[src/rtl/arb_pkg.sv]
// Shared definitions for the GHPI two-master bus arbiter.
//   arb_state_e  : arbiter FSM encoding
//   TIMEOUT_DATA : read data returned on a forced (watchdog) completion
//   TMO_CNT_W    : width of the grant watchdog counter
package arb_pkg;

  typedef enum logic [1:0] {
    IDLE  = 2'd0,
    GNT_I = 2'd1,
    GNT_D = 2'd2
  } arb_state_e;

  localparam logic [31:0] TIMEOUT_DATA = 32'hDEAD_BEEF;
  localparam int          TMO_CNT_W    = 16;

endpackage

[src/rtl/arb_watchdog.sv]
// Grant watchdog for ghpi_bus_arbiter.
// Counts grant cycles that pass without a slave acknowledge and flags
// expiry on the cycle the count reaches LIMIT-1.
// Ports:
//   clk_i     : clock, rising edge
//   rst_ni    : asynchronous active-low reset
//   clear_i   : restart the count (held while the arbiter is idle)
//   inc_i     : a grant cycle without acknowledge
//   expire_o  : inc_i on the cycle the count has reached LIMIT-1
module arb_watchdog
  import arb_pkg::*;
#(
  parameter int LIMIT = 256
) (
  input  logic clk_i,
  input  logic rst_ni,
  input  logic clear_i,
  input  logic inc_i,
  output logic expire_o
);

  logic [TMO_CNT_W-1:0] r_cnt;

  always_ff @(posedge clk_i or negedge rst_ni) begin
    if (!rst_ni) begin
      r_cnt <= '0;
    end else if (clear_i) begin
      r_cnt <= '0;
    end else if (inc_i) begin
      r_cnt <= r_cnt + 1'b1;
    end
  end

  assign expire_o = inc_i && (r_cnt == TMO_CNT_W'(LIMIT - 1));

endmodule

[src/rtl/ghpi_bus_arbiter.sv]
// Two-master (imem, dmem) to one-slave GHPI arbiter for von-Neumann builds.
// A grant is held for the whole transaction; ack and read data are routed
// only to the granted master. Data requests win over fetches in IDLE.
// Optional macro ARB_TIMEOUT_EN adds a grant watchdog that force-completes a
// stuck transaction with DEAD_BEEF data and sets the sticky timeout_o flag.
// Ports:
//   clk_i, rst_ni                 : clock / async active-low reset
//   imem_*                        : instruction fetch master (read only)
//   dmem_*                        : data master (load/store)
//   bus_*                         : single slave bus
//   timeout_o                     : sticky watchdog flag (0 without the macro)
module ghpi_bus_arbiter
  import arb_pkg::*;
#(
  parameter int ADDR_W         = 32,
  parameter int DATA_W         = 32,
  parameter int TIMEOUT_CYCLES = 256
) (
  input  logic                clk_i,
  input  logic                rst_ni,
  input  logic [ADDR_W-1:0]   imem_addr_i,
  input  logic                imem_valid_i,
  output logic [DATA_W-1:0]   imem_data_o,
  output logic                imem_ack_o,
  input  logic [ADDR_W-1:0]   dmem_addr_i,
  input  logic [DATA_W-1:0]   dmem_data_i,
  output logic [DATA_W-1:0]   dmem_data_o,
  input  logic [DATA_W/8-1:0] dmem_sel_i,
  input  logic                dmem_we_i,
  input  logic                dmem_valid_i,
  output logic                dmem_ack_o,
  output logic [ADDR_W-1:0]   bus_addr_o,
  output logic [DATA_W-1:0]   bus_data_o,
  input  logic [DATA_W-1:0]   bus_data_i,
  output logic [DATA_W/8-1:0] bus_sel_o,
  output logic                bus_we_o,
  output logic                bus_valid_o,
  input  logic                bus_ack_i,
  output logic                timeout_o
);

  arb_state_e r_state;
  arb_state_e w_state_next;
  logic       w_expire;

  always_ff @(posedge clk_i or negedge rst_ni) begin
    if (!rst_ni) begin
      r_state <= IDLE;
    end else begin
      r_state <= w_state_next;
    end
  end

`ifdef ARB_TIMEOUT_EN
  localparam logic [DATA_W-1:0] TMO_DATA = DATA_W'(TIMEOUT_DATA);

  logic w_in_grant;
  logic r_timeout;

  assign w_in_grant = (r_state == GNT_I) || (r_state == GNT_D);

  // Counter is held clear while idle, so the first grant cycle counts 0.
  arb_watchdog #(
    .LIMIT (TIMEOUT_CYCLES)
  ) u_watchdog (
    .clk_i    (clk_i),
    .rst_ni   (rst_ni),
    .clear_i  (r_state == IDLE),
    .inc_i    (w_in_grant && !bus_ack_i),
    .expire_o (w_expire)
  );

  always_ff @(posedge clk_i or negedge rst_ni) begin
    if (!rst_ni) begin
      r_timeout <= 1'b0;
    end else if (w_expire) begin
      r_timeout <= 1'b1;
    end
  end

  assign timeout_o = r_timeout;
`else
  assign w_expire  = 1'b0;
  assign timeout_o = 1'b0;
`endif

  always_comb begin
    w_state_next = r_state;
    bus_addr_o   = '0;
    bus_data_o   = '0;
    bus_sel_o    = '0;
    bus_we_o     = 1'b0;
    bus_valid_o  = 1'b0;
    imem_ack_o   = 1'b0;
    imem_data_o  = '0;
    dmem_ack_o   = 1'b0;
    dmem_data_o  = '0;

    case (r_state)
      IDLE: begin
        if (dmem_valid_i) begin
          w_state_next = GNT_D;
        end else if (imem_valid_i) begin
          w_state_next = GNT_I;
        end
      end
      GNT_I: begin
        bus_addr_o  = imem_addr_i;
        bus_sel_o   = '1;
        bus_valid_o = imem_valid_i;
        imem_ack_o  = bus_ack_i && imem_valid_i;
        imem_data_o = bus_data_i;
        // Leave on handshake, or when the master withdraws (flush).
        if (!imem_valid_i || bus_ack_i) begin
          w_state_next = IDLE;
        end
      end
      GNT_D: begin
        bus_addr_o  = dmem_addr_i;
        bus_data_o  = dmem_data_i;
        bus_sel_o   = dmem_sel_i;
        bus_we_o    = dmem_we_i;
        bus_valid_o = dmem_valid_i;
        dmem_ack_o  = bus_ack_i && dmem_valid_i;
        dmem_data_o = bus_data_i;
        if (!dmem_valid_i || bus_ack_i) begin
          w_state_next = IDLE;
        end
      end
      default: begin
        w_state_next = IDLE;
      end
    endcase

`ifdef ARB_TIMEOUT_EN
    // Forced completion: fake an ack to the granted master and withdraw
    // the request from the slave.
    if (w_expire) begin
      bus_valid_o  = 1'b0;
      w_state_next = IDLE;
      if (r_state == GNT_I) begin
        imem_ack_o  = 1'b1;
        imem_data_o = TMO_DATA;
      end else begin
        dmem_ack_o  = 1'b1;
        dmem_data_o = TMO_DATA;
      end
    end
`else
    if (w_expire) begin
      w_state_next = IDLE;
    end
`endif
  end

endmodule

[config.mk]
export PLATFORM = sky130hd
export DESIGN_NAME = ghpi_bus_arbiter
export DESIGN_NICKNAME = d
export VERILOG_FILES = /design/src/rtl/arb_pkg.sv /design/src/rtl/arb_watchdog.sv /design/src/rtl/ghpi_bus_arbiter.sv
export SDC_FILE = /design/constraint.sdc
export NUM_CORES = 1
export LEC_CHECK = 0
export CAP_MARGIN = 20
export CORE_AREA = 2 2 106 108
export DETAILED_ROUTE_END_ITERATION = 8
export DIE_AREA = 0 0 108 110
export PLACE_DENSITY = 0.6
export SETUP_SLACK_MARGIN = 0.4
export SLEW_MARGIN = 20
export SYNTH_ARGS = -nofsm -noshare
export SYNTH_HDL_FRONTEND = slang
export SYNTH_HIERARCHICAL = 1
export SYNTH_SLANG_ARGS = --single-unit
export TNS_END_PERCENT = 30
[constraint.sdc]
create_clock -name clk_i -period 2.45 [get_ports clk_i]
set_input_delay 0.3675 -clock clk_i [delete_from_list [all_inputs] [get_ports clk_i]]
set_output_delay 0.3675 -clock clk_i [all_outputs]
set_load 0.01 [all_outputs]
---- After elaboration in Yosys (flattened, before gate mapping) ----
Index checks and enable logic that the tools add are counted.
storage, ports and cells
  output and inout port bits .............. 137
  memory bits (writable) .................. 0
  register bits after elaboration ......... 2
  memory bits (read-only) ................. 0
  bits in latches ......................... 0
  memories kept ........................... 0
cells by class
  multipliers ............................. 0
  multiplexer cells ....................... 14
  reductions and logical operators ........ 8
  add/sub/neg operators ................... 0
  div/mod/pow operators ................... 0
  shifts and indexed selects .............. 0
  bitwise gates (word level) .............. 0
  eq/ne operators ......................... 5
  magnitude comparators ................... 0
operators by type and width
  kind                number
  $mux 32             3
  $pmux 32 s2         1
  $mux 2              4
  $pmux 4 s2          1
  $pmux 2 s3          1
  $ne 2x2->1 const B  2
  $mux 1              3
  $ne 3x3->1 const B  1
  $reduce_and 3->1    1
  $eq 2x1->1 const B  1
  $eq 2x2->1 const B  1
  $logic_and 1x1->1   2
  $logic_not 1->1     2
  $logic_not 2->1     1
  $logic_or 1x1->1    2
  $pmux 1 s2          1

---- Longest topological paths before layout ----
  word-level depth ........................ 4
  gate-level depth with buffers ........... 6
  mapped depth without buffers ............ 5

---- Worst setup path after synthesis ----
Ideal clock, no wire load.
  path type ............................... register -> output
  start point ............................. register r_state[1]
  end point ............................... output bus_addr_o[0]
  required time ........................... 2.082 ns
  path slack .............................. 0.825 ns
  path buffers ............................ 1
  cell stages (with the launch flop) ...... 5
  arrival time ............................ 1.258 ns
  cells stage by stage .................... dfrtp_1 -> inv_1 -> ha_1 -> clkbuf_1 -> nor2b_1
between the ends
  word-level cells in the longest chain between the ends .. 2
RTL lines
  item                                             RTL line                source
  start, declared                                  ghpi_bus_arbiter.sv:42  arb_state_e r_state;
  start signal, assigned                           ghpi_bus_arbiter.sv:50  r_state <= w_state_next;
  $eq 2x2->1 / $eq 2x1->1 (equally long branches)  ghpi_bus_arbiter.sv:99  case (r_state)
  $pmux 32 s2 *                                    ghpi_bus_arbiter.sv:99
  end, declared                                    ghpi_bus_arbiter.sv:32  output logic [ADDR_W-1:0] bus_addr_o,
Every way passes the cells marked *; elsewhere a longest branch is shown, timed or not.

---- Worst setup path after layout ----
  start point ............................. register r_state[1]
  end point ............................... output imem_data_o[30]
between the ends
  word-level cells in the longest chain between the ends .. 2
RTL lines
  item           RTL line                source
  $eq 2x1->1     ghpi_bus_arbiter.sv:99
  $mux 32        ghpi_bus_arbiter.sv:99
  end, declared  ghpi_bus_arbiter.sv:23  output logic [DATA_W-1:0] imem_data_o,
Every way passes these cells.

==> qor.yml <==
utilization: 0.440
fmax_mhz: 444
coreArea_um2: 10700
clock_latency_ns: 0.21
grt_pass1_vias: 2660
grt_pass1_wl_mm: 13.6
syn2layout_area_growth_pct: 230
crit_fanout: 23
hold_viol_final: 0
synth_top_area_cell: "and2_1"
skew_ns: 0.000996
path_buf_inv: 3
drt-initial-drc-count: 109
synth_xor_area_frac: 0
setup_tns_ns: 0
largest-register: "r_state"
slew_viol_final: 0
first_pass_iters: 4
cp.required_ns: 2.08
syn_inst: 217
synth-seq-cells: 2
io_pins: 275
syn_area_um2: 1430
cts_tree: "yes"
critPathLaunch: "r_state[1]$_DFFE_PN0P_"
clk_pin_slew_ns: 0.03
fin_crit_sh: 0.919
die_area_um2: 11900
finalSetupViolations: 0
p_clk_frac: 0.040
place_ws_ns: 0.219
power.density_nw_per_um2: 687
maxCapViolCount: 0
die_h_um: 110
ys_top_cells_by_area: "and2_1 (43%), a22oi_1 (18%), nor2b_1 (16%), ha_1 (4.4%), buf_2 (3.5%)"
gp_congestion: 0.708
top_regs: "r_state x2"
wirelength_mm: 9.79
path_cells: "inv_4, ha_4, bufbuf_16, and2_1, clkdlybuf4s50_1"
status: "finished, final reports clean"
syn_area_per_cell_um2: 6.58
synth-compound-area-share: 0.228
clk_path_buf_depth: 2
rsz0062_at_grt: "true"
whs_ns: 0.320
hold_class: "in2async"
synth_fa_ha_area_frac: 0.0438
cts_sinks: 2
die_w_um: 108
pwr-share-comb: 0.939
cp_top_family: "buffers and inverters"
fp-row-count: 38
synth.yosys.seq_area_share: 0.0351
synth_top_cell_area_share: 0.425
yosys.area_share.simple: 0.600
grt_max_degree: 38
cts_buffers: 3
largest_reg_flops: 2
insertedDiodeCount: 0
hpwl_mm: 7.14
cell_internal_pwr_mw: 1.91
clock-root-buffer: "clkbuf_8"
p_seq_frac: 0.020
peakVddDrop_mv: 0.329
routed_via_density: 4.13
ant_nets: 0
htreeDepth: 1
cp_data_arrival_time_ns: 1.88
num_vias: 2608
p_leak_nw: 2.52
swShare: 0.410
synth_warnings: 6
netSwitchingPower_mw: 1.33
end_kind: "output pin"
synth_top_family_by_area: "simple AND/OR/NAND/NOR gates"
initial_core_util: 0.133
antenna_found_initial: 0
drc_errors: 0
setup_slack_ns: 0.198
critPathKind: "reg2out"
cp-start-kind: "flop"
nFillCells: 1044
wire_per_inst_um: 15.5
grt.total_usage: 0.144
crit_slowest_cell: "clkdlybuf4s50_1"
nets: 636
power_mw: 3.23
yosys-mux-area-fraction: 0
synth.distinct_cells: 21
grt-ovfl-total: 0
r2r-start: "r_state[1]$_DFFE_PN0P_"
portBuffers: 273
synthesis.nets: 360
fin_crit_ns: 2.25
max_stage_delay_ns: 0.53
drive_above_1_share: 0.0794
stage by stage:
step | cells | area, µm²
2_1_floorplan | 217 | 1430
3_3_place_gp | 612 | 4320
3_5_place_dp | 612 | 4320
4_1_cts | 628 | 4570
5_1_grt | 631 | 4710
6_report | 631 | 4710
what timing repair did:
action                     in CTS  in global routing
buffers inserted                9                  2
resized for setup              80                 37
setup endpoints to repair     136                131
hold buffers                    0                  0
pin swaps                       0                  1
cloned                          4                  1
path summary, 6_finish.rpt:
| kind | end | slack, ns | cells after the start |
|---|---|---|---|
| max | imem_data_o[30] | 0.20 | 5 |
| min in group clk_i | r_state[1]$_DFFE_PN0P_ | 0.75 | 2 |
| min | r_state[0]$_DFFE_PN0P_ | 0.32 | 1 |
| max reg2reg | r_state[1]$_DFFE_PN0P_ | 0.64 | 7 |
| max in group asynchronous | r_state[1]$_DFFE_PN0P_ | 2.00 | 1 |
| min reg2reg | r_state[1]$_DFFE_PN0P_ | 0.75 | 2 |
layout make-up:
| cell class | count | area [µm²] | area share |
|---|---|---|---|
| inverter | 5 | 21.3 | 0.00452 |
| multi-input combinational | 187 | 1320 | 0.280 |
| timing repair buffer | 294 | 3100 | 0.658 |
| clock buffer | 3 | 41.3 | 0.00877 |
| sequential | 2 | 51.3 | 0.0109 |
| tap | 140 | 175 | 0.0372 |
placed cells by master, fill, tap and decap left out, drive strengths merged:
| cell | netlist | final |
|---|---|---|
| a21boi | 1 | 1 |
| buf | 12 | 18 |
| a21oi | 5 | 5 |
| ha | 5 | 5 |
| o32ai | 1 | 1 |
| and2 | 97 | 97 |
| inv | 5 | 5 |
| o21ai | 1 | 1 |
| a22oi | 34 | 34 |
| a311o | 1 | 1 |
| and3 | 2 | 2 |
| clkdlybuf4s15 | 0 | 7 |
| bufbuf | 0 | 2 |
| nor2b | 37 | 37 |
| o211a | 1 | 1 |
| nor3 | 1 | 1 |
| dlygate4sd2 | 0 | 48 |
| clkbuf | 11 | 4 |
| dfrtp | 2 | 2 |
| clkdlybuf4s50 | 0 | 181 |
| conb | 1 | 1 |
| dlymetal6s2s | 0 | 37 |
cells in the mapped netlist:
cell type and count:
a21oi_2 1, nor2b_1 37, clkbuf_1 11, a21boi_0 1
a311o_1 1, o21ai_0 1, buf_6 1, conb_1 1
buf_2 10, a21oi_1 4, nor3_1 1, and3_1 1
ha_1 5, buf_4 1, o211a_1 1, dfrtp_1 2
a22oi_1 34, o32ai_1 1, inv_1 5, and3_2 1
and2_1 97
power groups by stage:
stage | clock, mW | sequential, mW | combinational [mW]
CTS | 0.134 | 0.0644 | 3.04
global placement | 0 | 0.0563 | 2.73
floorplan | 0 | 0.0546 | 1.24
detailed placement | 0 | 0.0588 | 2.74
global route | 0.138 | 0.0663 | 3.26
finish | 0.131 | 0.0654 | 3.04
kinds of logic (layout without fill, tap and decap cells):
kind of cell | Yosys count | in the layout
and+or+nand+nor | 137 | 137
DFF | 2 | 2
other | 1 | 1
AOI/OAI and AO/OA | 44 | 44
adders and majority gates | 5 | 5
buffers and inverters | 28 | 302
routing by layer:
metal | vias up | share of wire | track usage
met3 | 2 | 0.12 | 0.0488
li1 | 1264 | - | -
met2 | 160 | 0.53 | 0.290
met1 | 1182 | 0.35 | 0.145
met5 | - | 0 | 0
met4 | 0 | 0.0035 | 0.0220
(Power assumes the default switching activity.)
